### config.mk
export PLATFORM = sky130hd
export DESIGN_NAME = i2c_cfg_sequencer
export DESIGN_NICKNAME = d
export VERILOG_FILES = /design/src/rtl/i2c_cfg_pkg.sv /design/src/rtl/i2c_cfg_rom.sv /design/src/rtl/i2c_cfg_sequencer.sv
export SDC_FILE = /design/constraint.sdc
export NUM_CORES = 1
export LEC_CHECK = 0
export BUFFER_PORTS_ARGS = -buffer_cell sky130_fd_sc_hd__buf_4
export CAP_MARGIN = 10
export CORE_AREA = 2 2 94 96
export CTS_BUF_LIST = sky130_fd_sc_hd__clkbuf_16
export DETAILED_ROUTE_END_ITERATION = 6
export DIE_AREA = 0 0 96 98
export GPL_ROUTABILITY_DRIVEN = 0
export PLACE_DENSITY = 0.69
export SLEW_MARGIN = 20
export SYNTH_ARGS = -nofsm -noshare
export SYNTH_HDL_FRONTEND = slang
export SYNTH_SLANG_ARGS = --single-unit
export TNS_END_PERCENT = 1
### constraint.sdc
create_clock -name sys_clk -period 3.1 [get_ports sys_clk]
set_clock_uncertainty 0.05 [all_clocks]
set_input_delay 0.465 -clock sys_clk [delete_from_list [all_inputs] [get_ports sys_clk]]
set_output_delay 0.465 -clock sys_clk [all_outputs]
set_load 0.01 [all_outputs]
### src/rtl/i2c_cfg_pkg.sv
// Shared types and constants for the I2C codec configuration sequencer.
// Latency: n/a (types and constants only).
// Backpressure: n/a.
//
// Contents: sequencer state enum, 16-bit table entry type, WM8731 register
// addresses, default table length and an entry-packing helper.
package i2c_cfg_pkg;

    typedef enum logic [2:0] {
        IDLE,
        LOAD,
        REQ,
        XFER,
        CHECK,
        SETTLE,
        DONE,
        FAIL
    } cfg_state_t;

    // {sub_addr[7:0], data[7:0]}; for the WM8731 that is {reg[6:0], val[8:0]}
    typedef logic [15:0] cfg_entry_t;

    localparam logic [6:0] WM_LLINE_IN  = 7'h00;
    localparam logic [6:0] WM_RLINE_IN  = 7'h01;
    localparam logic [6:0] WM_LHP_OUT   = 7'h02;
    localparam logic [6:0] WM_RHP_OUT   = 7'h03;
    localparam logic [6:0] WM_ANA_PATH  = 7'h04;
    localparam logic [6:0] WM_DIG_PATH  = 7'h05;
    localparam logic [6:0] WM_PWR_DOWN  = 7'h06;
    localparam logic [6:0] WM_DIG_FMT   = 7'h07;
    localparam logic [6:0] WM_SAMPLING  = 7'h08;
    localparam logic [6:0] WM_ACTIVE    = 7'h09;
    localparam logic [6:0] WM_RESET     = 7'h0F;

    localparam int DEF_LUT_SIZE = 11;

    // The codec packs a 7-bit register address and a 9-bit value into 16 bits
    function automatic cfg_entry_t wm_entry(input logic [6:0] addr, input logic [8:0] val);
        return {addr, val};
    endfunction

endpackage

### src/rtl/i2c_cfg_rom.sv
// WM8731 register-init table: index -> {sub_addr, data}.
// Latency: combinational.
// Backpressure: none; indices past the table read as zero.
//
// Ports: index (6-bit table index), entry (16-bit table word).
module i2c_cfg_rom
    import i2c_cfg_pkg::*;
(
    input  logic [5:0]  index,
    output cfg_entry_t  entry
);

    always_comb begin
        entry = '0;
        case (index)
            6'd0:    entry = wm_entry(WM_RESET,    9'h000);
            6'd1:    entry = wm_entry(WM_LLINE_IN, 9'h017);
            6'd2:    entry = wm_entry(WM_RLINE_IN, 9'h017);
            6'd3:    entry = wm_entry(WM_LHP_OUT,  9'h079);
            6'd4:    entry = wm_entry(WM_RHP_OUT,  9'h079);
            6'd5:    entry = wm_entry(WM_ANA_PATH, 9'h012);
            6'd6:    entry = wm_entry(WM_DIG_PATH, 9'h000);
            6'd7:    entry = wm_entry(WM_PWR_DOWN, 9'h000);
            6'd8:    entry = wm_entry(WM_DIG_FMT,  9'h001);
            6'd9:    entry = wm_entry(WM_SAMPLING, 9'h000);
            6'd10:   entry = wm_entry(WM_ACTIVE,   9'h001);
            default: entry = '0;
        endcase
    end

endmodule

### src/rtl/i2c_cfg_sequencer.sv
// Walks the codec init table, issuing one I2C write per entry and checking ACK.
// Latency: LOAD->GO 1 cycle; status updates 1 cycle after the deciding input.
// Backpressure: waits on the controller END handshake; start while busy is dropped.
//
// Ports: sys_clk, sys_rst (sync, active high), start pulse; i2c_end/i2c_ack from
// the controller (asynchronous, synchronized here); i2c_data/i2c_go to the
// controller; busy, done, err, cfg_index status.
// Optional: define I2C_CFG_RETRY_EN to retry NACKed entries up to MAX_RETRY times.
module i2c_cfg_sequencer
    import i2c_cfg_pkg::*;
#(
    parameter logic [7:0]  SLAVE_ADDR     = 8'h34,
    parameter int          LUT_SIZE       = DEF_LUT_SIZE,
    parameter logic [15:0] SETTLE_CYCLES  = 16'd5000,
    parameter logic [23:0] TIMEOUT_CYCLES = 24'd2_000_000,
    parameter int          MAX_RETRY      = 3
) (
    input  logic        sys_clk,
    input  logic        sys_rst,
    input  logic        start,
    input  logic        i2c_end,
    input  logic        i2c_ack,
    output logic [23:0] i2c_data,
    output logic        i2c_go,
    output logic        busy,
    output logic        done,
    output logic        err,
    output logic [5:0]  cfg_index
);

    if (LUT_SIZE < 1 || LUT_SIZE > 64) begin : g_bad_lut_size
        $error("i2c_cfg_sequencer: LUT_SIZE must be 1..64");
    end
    if (MAX_RETRY < 0 || MAX_RETRY > 15) begin : g_bad_max_retry
        $error("i2c_cfg_sequencer: MAX_RETRY must be 0..15");
    end

    localparam logic [5:0] LAST_IDX = 6'(LUT_SIZE - 1);

    cfg_state_t  state;
    cfg_entry_t  rom_entry;
    logic [23:0] tmo_cnt;
    logic [15:0] settle_cnt;
    logic        end_meta, end_sync;
    logic        ack_meta, ack_sync;
    logic        tmo_hit;
    logic        settle_last;
    logic [23:0] tmo_next;
`ifdef I2C_CFG_RETRY_EN
    logic [3:0]  retry_cnt;
`endif

    i2c_cfg_rom u_rom (
        .index (cfg_index),
        .entry (rom_entry)
    );

    // Controller flags come from a divided clock domain
    always_ff @(posedge sys_clk) begin
        if (sys_rst) begin
            end_meta <= 1'b0;
            end_sync <= 1'b0;
            ack_meta <= 1'b0;
            ack_sync <= 1'b0;
        end else begin
            end_meta <= i2c_end;
            end_sync <= end_meta;
            ack_meta <= i2c_ack;
            ack_sync <= ack_meta;
        end
    end

    assign tmo_hit     = (tmo_cnt >= TIMEOUT_CYCLES);
    assign tmo_next    = (tmo_cnt == '1) ? tmo_cnt : tmo_cnt + 24'd1;
    // SETTLE always lasts at least one cycle, even with SETTLE_CYCLES of 0
    assign settle_last = ({1'b0, settle_cnt} + 17'd1) >= {1'b0, SETTLE_CYCLES};

    always_ff @(posedge sys_clk) begin
        if (sys_rst) begin
            state      <= IDLE;
            i2c_data   <= '0;
            i2c_go     <= 1'b0;
            busy       <= 1'b0;
            done       <= 1'b0;
            err        <= 1'b0;
            cfg_index  <= '0;
            tmo_cnt    <= '0;
            settle_cnt <= '0;
`ifdef I2C_CFG_RETRY_EN
            retry_cnt  <= '0;
`endif
        end else begin
            case (state)
                IDLE, DONE, FAIL: begin
                    if (start) begin
                        state     <= LOAD;
                        cfg_index <= '0;
                        busy      <= 1'b1;
                        done      <= 1'b0;
                        err       <= 1'b0;
`ifdef I2C_CFG_RETRY_EN
                        retry_cnt <= '0;
`endif
                    end
                end
                LOAD: begin
                    i2c_data <= {SLAVE_ADDR, rom_entry};
                    tmo_cnt  <= '0;
                    i2c_go   <= 1'b1;
                    state    <= REQ;
                end
                REQ: begin
                    // END falling is the controller's acknowledgement of GO
                    if (!end_sync) begin
                        i2c_go  <= 1'b0;
                        tmo_cnt <= '0;
                        state   <= XFER;
                    end else if (tmo_hit) begin
                        i2c_go <= 1'b0;
                        busy   <= 1'b0;
                        err    <= 1'b1;
                        state  <= FAIL;
                    end else begin
                        tmo_cnt <= tmo_next;
                    end
                end
                XFER: begin
                    if (end_sync) begin
                        state <= CHECK;
                    end else if (tmo_hit) begin
                        busy  <= 1'b0;
                        err   <= 1'b1;
                        state <= FAIL;
                    end else begin
                        tmo_cnt <= tmo_next;
                    end
                end
                CHECK: begin
                    if (!ack_sync) begin
`ifdef I2C_CFG_RETRY_EN
                        retry_cnt <= '0;
`endif
                        if (cfg_index == LAST_IDX) begin
                            busy  <= 1'b0;
                            done  <= 1'b1;
                            state <= DONE;
                        end else begin
                            cfg_index  <= cfg_index + 6'd1;
                            settle_cnt <= '0;
                            state      <= SETTLE;
                        end
                    end else begin
`ifdef I2C_CFG_RETRY_EN
                        // Same cfg_index goes round again through SETTLE/LOAD
                        if (retry_cnt < 4'(MAX_RETRY)) begin
                            retry_cnt  <= retry_cnt + 4'd1;
                            settle_cnt <= '0;
                            state      <= SETTLE;
                        end else begin
                            busy  <= 1'b0;
                            err   <= 1'b1;
                            state <= FAIL;
                        end
`else
                        busy  <= 1'b0;
                        err   <= 1'b1;
                        state <= FAIL;
`endif
                    end
                end
                SETTLE: begin
                    if (settle_last) begin
                        state <= LOAD;
                    end else begin
                        settle_cnt <= settle_cnt + 16'd1;
                    end
                end
                default: state <= IDLE;
            endcase
        end
    end

endmodule

Yosys cells after proc, flatten, opt, wreduce, memory -nomap -nowiden
Memory sizes are Yosys's and may differ from the RTL's. A register that Yosys moved wholly into a read port is not among the register bits.
Index checks and enable logic that the tools add are counted.

word-level totals
  flip-flop bits (word level) = 74
  word-level logic and storage cells = 99
  memory bits (read-only) = 176
  input port bits = 5
  memories kept = 1
  output and inout port bits = 34

memories
  memory            words  bits a word  rd ports  clocked after Yosys merged registers in  write ports  line               RTL
  (name not given)  16     11           1         1                                        0            i2c_cfg_rom.sv:15  case (index)

cells by class
  equality and inequality tests = 20
  reduce and logical (&&, ||, !) cells = 16
  magnitude comparators = 2
  $add $sub $neg = 4
  mux-type cells = 43

operator list
  kind                                                                                    count
  24-bit two-way mux                                                                      4
  24-bit one-hot mux with 3 select lines                                                  1
  16-bit two-way mux                                                                      4
  16-bit one-hot mux with 2 select lines                                                  1
  24-bit by 1-bit adder with 24-bit output (second input constant)                        1
  24-bit == test (second input constant)                                                  1
  24-bit by 21-bit greater-or-equal comparator with 1-bit output (second input constant)  1
  3-bit two-way mux                                                                       6
  6-bit two-way mux                                                                       3
  2-bit inequality test (second input constant)                                           9
  3-bit one-hot mux with 6 select lines                                                   1
  16-bit by 1-bit adder with 17-bit output (second input constant)                        1
  17-bit by 13-bit greater-or-equal comparator with 1-bit output (second input constant)  1
  16-bit by 1-bit adder with 16-bit output (second input constant)                        1
  1-bit two-way mux                                                                       15
  3-bit == test (second input constant)                                                   4
  6-bit one-hot mux with 2 select lines                                                   1
  4-bit AND reduction                                                                     3
  5-bit AND reduction                                                                     2
  4-bit two-way mux                                                                       2
  1-bit one-hot mux with 4 select lines                                                   2
  6-bit by 1-bit adder with 6-bit output (second input constant)                          1
  3-bit by 2-bit == test with 1-bit output (second input constant)                        2
  6-bit by 4-bit == test with 1-bit output (second input constant)                        1
  other kinds (11)                                                                        17

Longest topological paths before layout
  depth after elaboration = 6
  gate-level depth with buffers = 12
  gate-level depth less buffers = 12

Hierarchy
From an unflattened synthesis, not the netlist that was laid out.

unflattened totals
  cell total of the unflattened synthesis = 488
  area total of the unflattened synthesis = 4018.9 µm²

by module, submodules not included
  module             area an instance (µm²)  cells each  times used  sequential area each (µm²)
  i2c_cfg_sequencer  3723.6                  450         1           1481.4
  i2c_cfg_rom        295.3                   38          1           0.0

Worst setup path before layout
Ideal clock, no wire load.

  kind = register to register
  from = reg cfg_index[3]
  to = reg (tool-made name)
  path buffers = 0
  path slack = 0.516 ns
  arrival time = 2.412 ns
  data required time = 2.929 ns
  period minus slack after synthesis = 2.584 ns
  cell stages (with the launch flop) = 11
  library setup time = 0.121 ns
  cell sequence = dfxtp_1 > or4b_4 > or3_4 > o21ai_0 > xnor2_1 > nor2_1 > inv_1 > ha_1 > inv_1 > nor2_2 > mux2_4

RTL lines
  element                   line                      RTL
  start: declaration        i2c_cfg_sequencer.sv:28   output logic [5:0] cfg_index
  start signal: assignment  i2c_cfg_sequencer.sv:148  cfg_index <= cfg_index + 6'd1;

==> metrics.txt <==
Synth Warn # 0; CTS Hold Bufs 0; critical path arrival 3.01 ns; Skew-Pair Late Insertion Delay between 0.3 and 0.4 ns; global-route wire length before repair roughly 16000 um; Reg clk slew, reported paths roughly 0.060 ns; Worst slew margin 53.58%; die width 96 um; MaxCap Viol Count 0; Power Density 477.7 nW/um2; TritonCTS buffer count 9; Util after Layout 54.74%; final wirelength between 9000 and 10000 um; # DRC 0; CP peak stage delay between 0.5 and 0.6 ns; TritonCTS clock tree built; status finished, final reports clean; GRT Overall Usage 21.76%; largest net degree at the start of global routing 34; CTS Buffer Depth 2; Final ANT Viol Nets 0; row count 34; gr ovfl total 0; FF+latch area about 1500 um2; DR iter-0 viols 226; Placed Area about 4400 um2; RSZ-0062 raised after global routing no; most frequent cells in the layout 76 x dfxtp_1, 37 x buf_4, 35 x nor2_1; initial antenna violation count 0; H-tree depth 3; CP dominant cell by count inv_1; transition time of the tightest slew-check pin approximately 0.69 ns; Slowest-stage cell, CP or3b_1; Primary FF master, synth dfxtp_1; average size of a mapped cell about 8.3 um2; Inserted Diodes 0; period utilization between 90% and 100%; P_sw ~0.58 mW; input/output buffers 28; clock share of power a little over two fifths; I/O pins 39; first-pass detailed-route iteration total 5; Internal Pwr Total 1.631 mW; Avg WL per Cell approximately 15 um; Max Slew Vio Count 0; HP Class in2reg; Final setup viols 0; crit path cell chain or3b_1 > or3_4 > o21ai_0 > xnor2_1 > nor2_1 > inv_1 > ha_1 > inv_1 > nor2_2 > mux2_4; crit path buf inv count 2; sequential share of power 46.6%; Max FO, Critical Path 13; TritonCTS Sinks 76; design area approximately 4600 um2; Die ar. 9408 um2; sw frac about a quarter; filler cell count about 770; register area share after synthesis between 30% and 40%; WS Path Type reg2reg; Peak VDD IR between 0.0002 and 0.0003 V; Comb pwr share 9.9%; share of cells above drive strength 1 a little over an eighth; Setup TNS Final 0 ns; Final Hold Viols 0; vias in the first global route roughly 3400; Post-CTS Setup Repair Bufs 0; root buffer cell clkbuf_16; Resized cells post-CTS 0; Fmax ~350 MHz; fin nets 532; Syn-to-layout area delta 11.70%; DP Wirelength roughly 6700 um; Post-Syn Instances 501; Core ar. approximately 8500 um2; min cycle time layout about 2.8 ns; multi-input logic area between 2000 and 2500 um2; commonest non-fill, non-tap cell in the layout dfxtp_1; Post-synth EDFFs 0; Req. time, crit path 3.27 ns; Leakage 1.657 nW; Final Worst Setup Slack ~0.26 ns; crit path launch type register; starting density of the core 49.01%; Yosys cell types between 70 and 80; routed vias about 3800; cell family with most CP delay simple AND/OR/NAND/NOR gates; vias per cell 5.957; Synth Register Bits between 70 and 80; crit end category register; Post-synth ARST share 0%; Die Y between 90 and 100 um; Post-Syn Area 4149 um2; WHS 0.2892 ns; Setup WS pre-CTS 0.3065 ns
-- through the flow --
stage	cells	power, mW
2_1_floorplan	510	1.206
3_3_place_gp	615	1.266
3_5_place_dp	615	1.271
4_1_cts	631	2.227
5_1_grt	631	2.301
6_report	631	2.214
-- layer usage --
| metal | global-route usage, % | part of all wire [%] | vias to the layer above |
|---|---|---|---|
| met2 | 32.69 | 46 | 88 |
| met1 | 30.36 | 48 | 1792 |
| met5 | 0 | 0 | - |
| li1 | - | - | 1861 |
| met3 | 4.552 | 4.3 | 18 |
| met4 | 8.462 | 1.8 | 0 |
-- worst reg2reg max path, cell delays in order, from the launching register on --
cell and delay, ns:
dfxtp_1 0.41, or3b_1 0.51, or3_4 0.43, o21ai_0 0.15, xnor2_1 0.17, nor2_1 0.25, inv_1 0.10, ha_1 0.22
inv_1 0.12, nor2_2 0.06, mux2_4 0.26
-- worst paths after layout --
path / startpoint / end / slack (ns) / cells past startpoint
setup / recovery: state[1] / register / 0.26 / 10
hold / removal: i2c_ack / ack_meta / 0.29 / 2
hold reg to reg: end_meta / end_sync / 0.40 / 1
setup reg to reg: state[1] / register / 0.26 / 10
-- final cells by class --
cell class / instances / area share [%]
clock buffers: 9 / 4.860
clock inverters: 7 / 0.9449
inverters: 27 / 2.187
multi-input cells: 367 / 50.27
flip-flops and latches: 76 / 32.83
well taps: 108 / 2.916
repair buffers: 37 / 5.994
-- kinds of logic after synthesis --
kind of cell    after synthesis  synth area share, %
simple gates                198                26.36
compound gates              133                21.80
flops                        76                36.67
buf+inv                      67                7.992
mux                          10                2.895
fa+ha+maj                     9                2.714
xor+xnor                      7                1.478
other cells                   1              0.09038
-- power by group through the flow --
stage | clock, mW | combinational [mW] | sequential [mW]
3_3_place_gp | 0 | 0.214 | 1.05
2_1_floorplan | 0 | 0.155 | 1.05
4_1_cts | 0.976 | 0.219 | 1.03
3_5_place_dp | 0 | 0.217 | 1.05
6_report | 0.962 | 0.220 | 1.03
5_1_grt | 1.02 | 0.246 | 1.04
-- synth_stat cells, drive strengths merged (3+ instances only) --
master | number | area share [%]
a21oi | 33 | 4.0
nand3b | 3 | 0.54
or4 | 4 | 0.72
dfxtp | 76 | 37
nand4b | 3 | 0.63
xnor2 | 5 | 1.1
buf | 22 | 3.9
a41oi | 5 | 1.1
and3 | 10 | 1.5
nand2 | 32 | 2.9
nor2 | 36 | 3.3
o22ai | 4 | 0.60
a211o | 3 | 0.63
nand2b | 6 | 0.90
nor4 | 6 | 1.4
ha | 9 | 2.7
mux2i | 7 | 2.0
or3 | 6 | 1.0
a31oi | 9 | 1.4
o211ai | 10 | 1.8
clkbuf | 18 | 1.6
inv | 27 | 2.4
o21ai | 27 | 3.3
nor3 | 15 | 1.9
o31ai | 4 | 0.72
a311oi | 6 | 1.3
o221ai | 8 | 1.7
a211oi | 5 | 1.0
nor2b | 7 | 1.1
nand3 | 32 | 4.0
and2 | 14 | 2.1
nand4 | 13 | 2.0
mux2 | 3 | 0.90
and4 | 5 | 1.1
(Power assumes the default switching activity.)
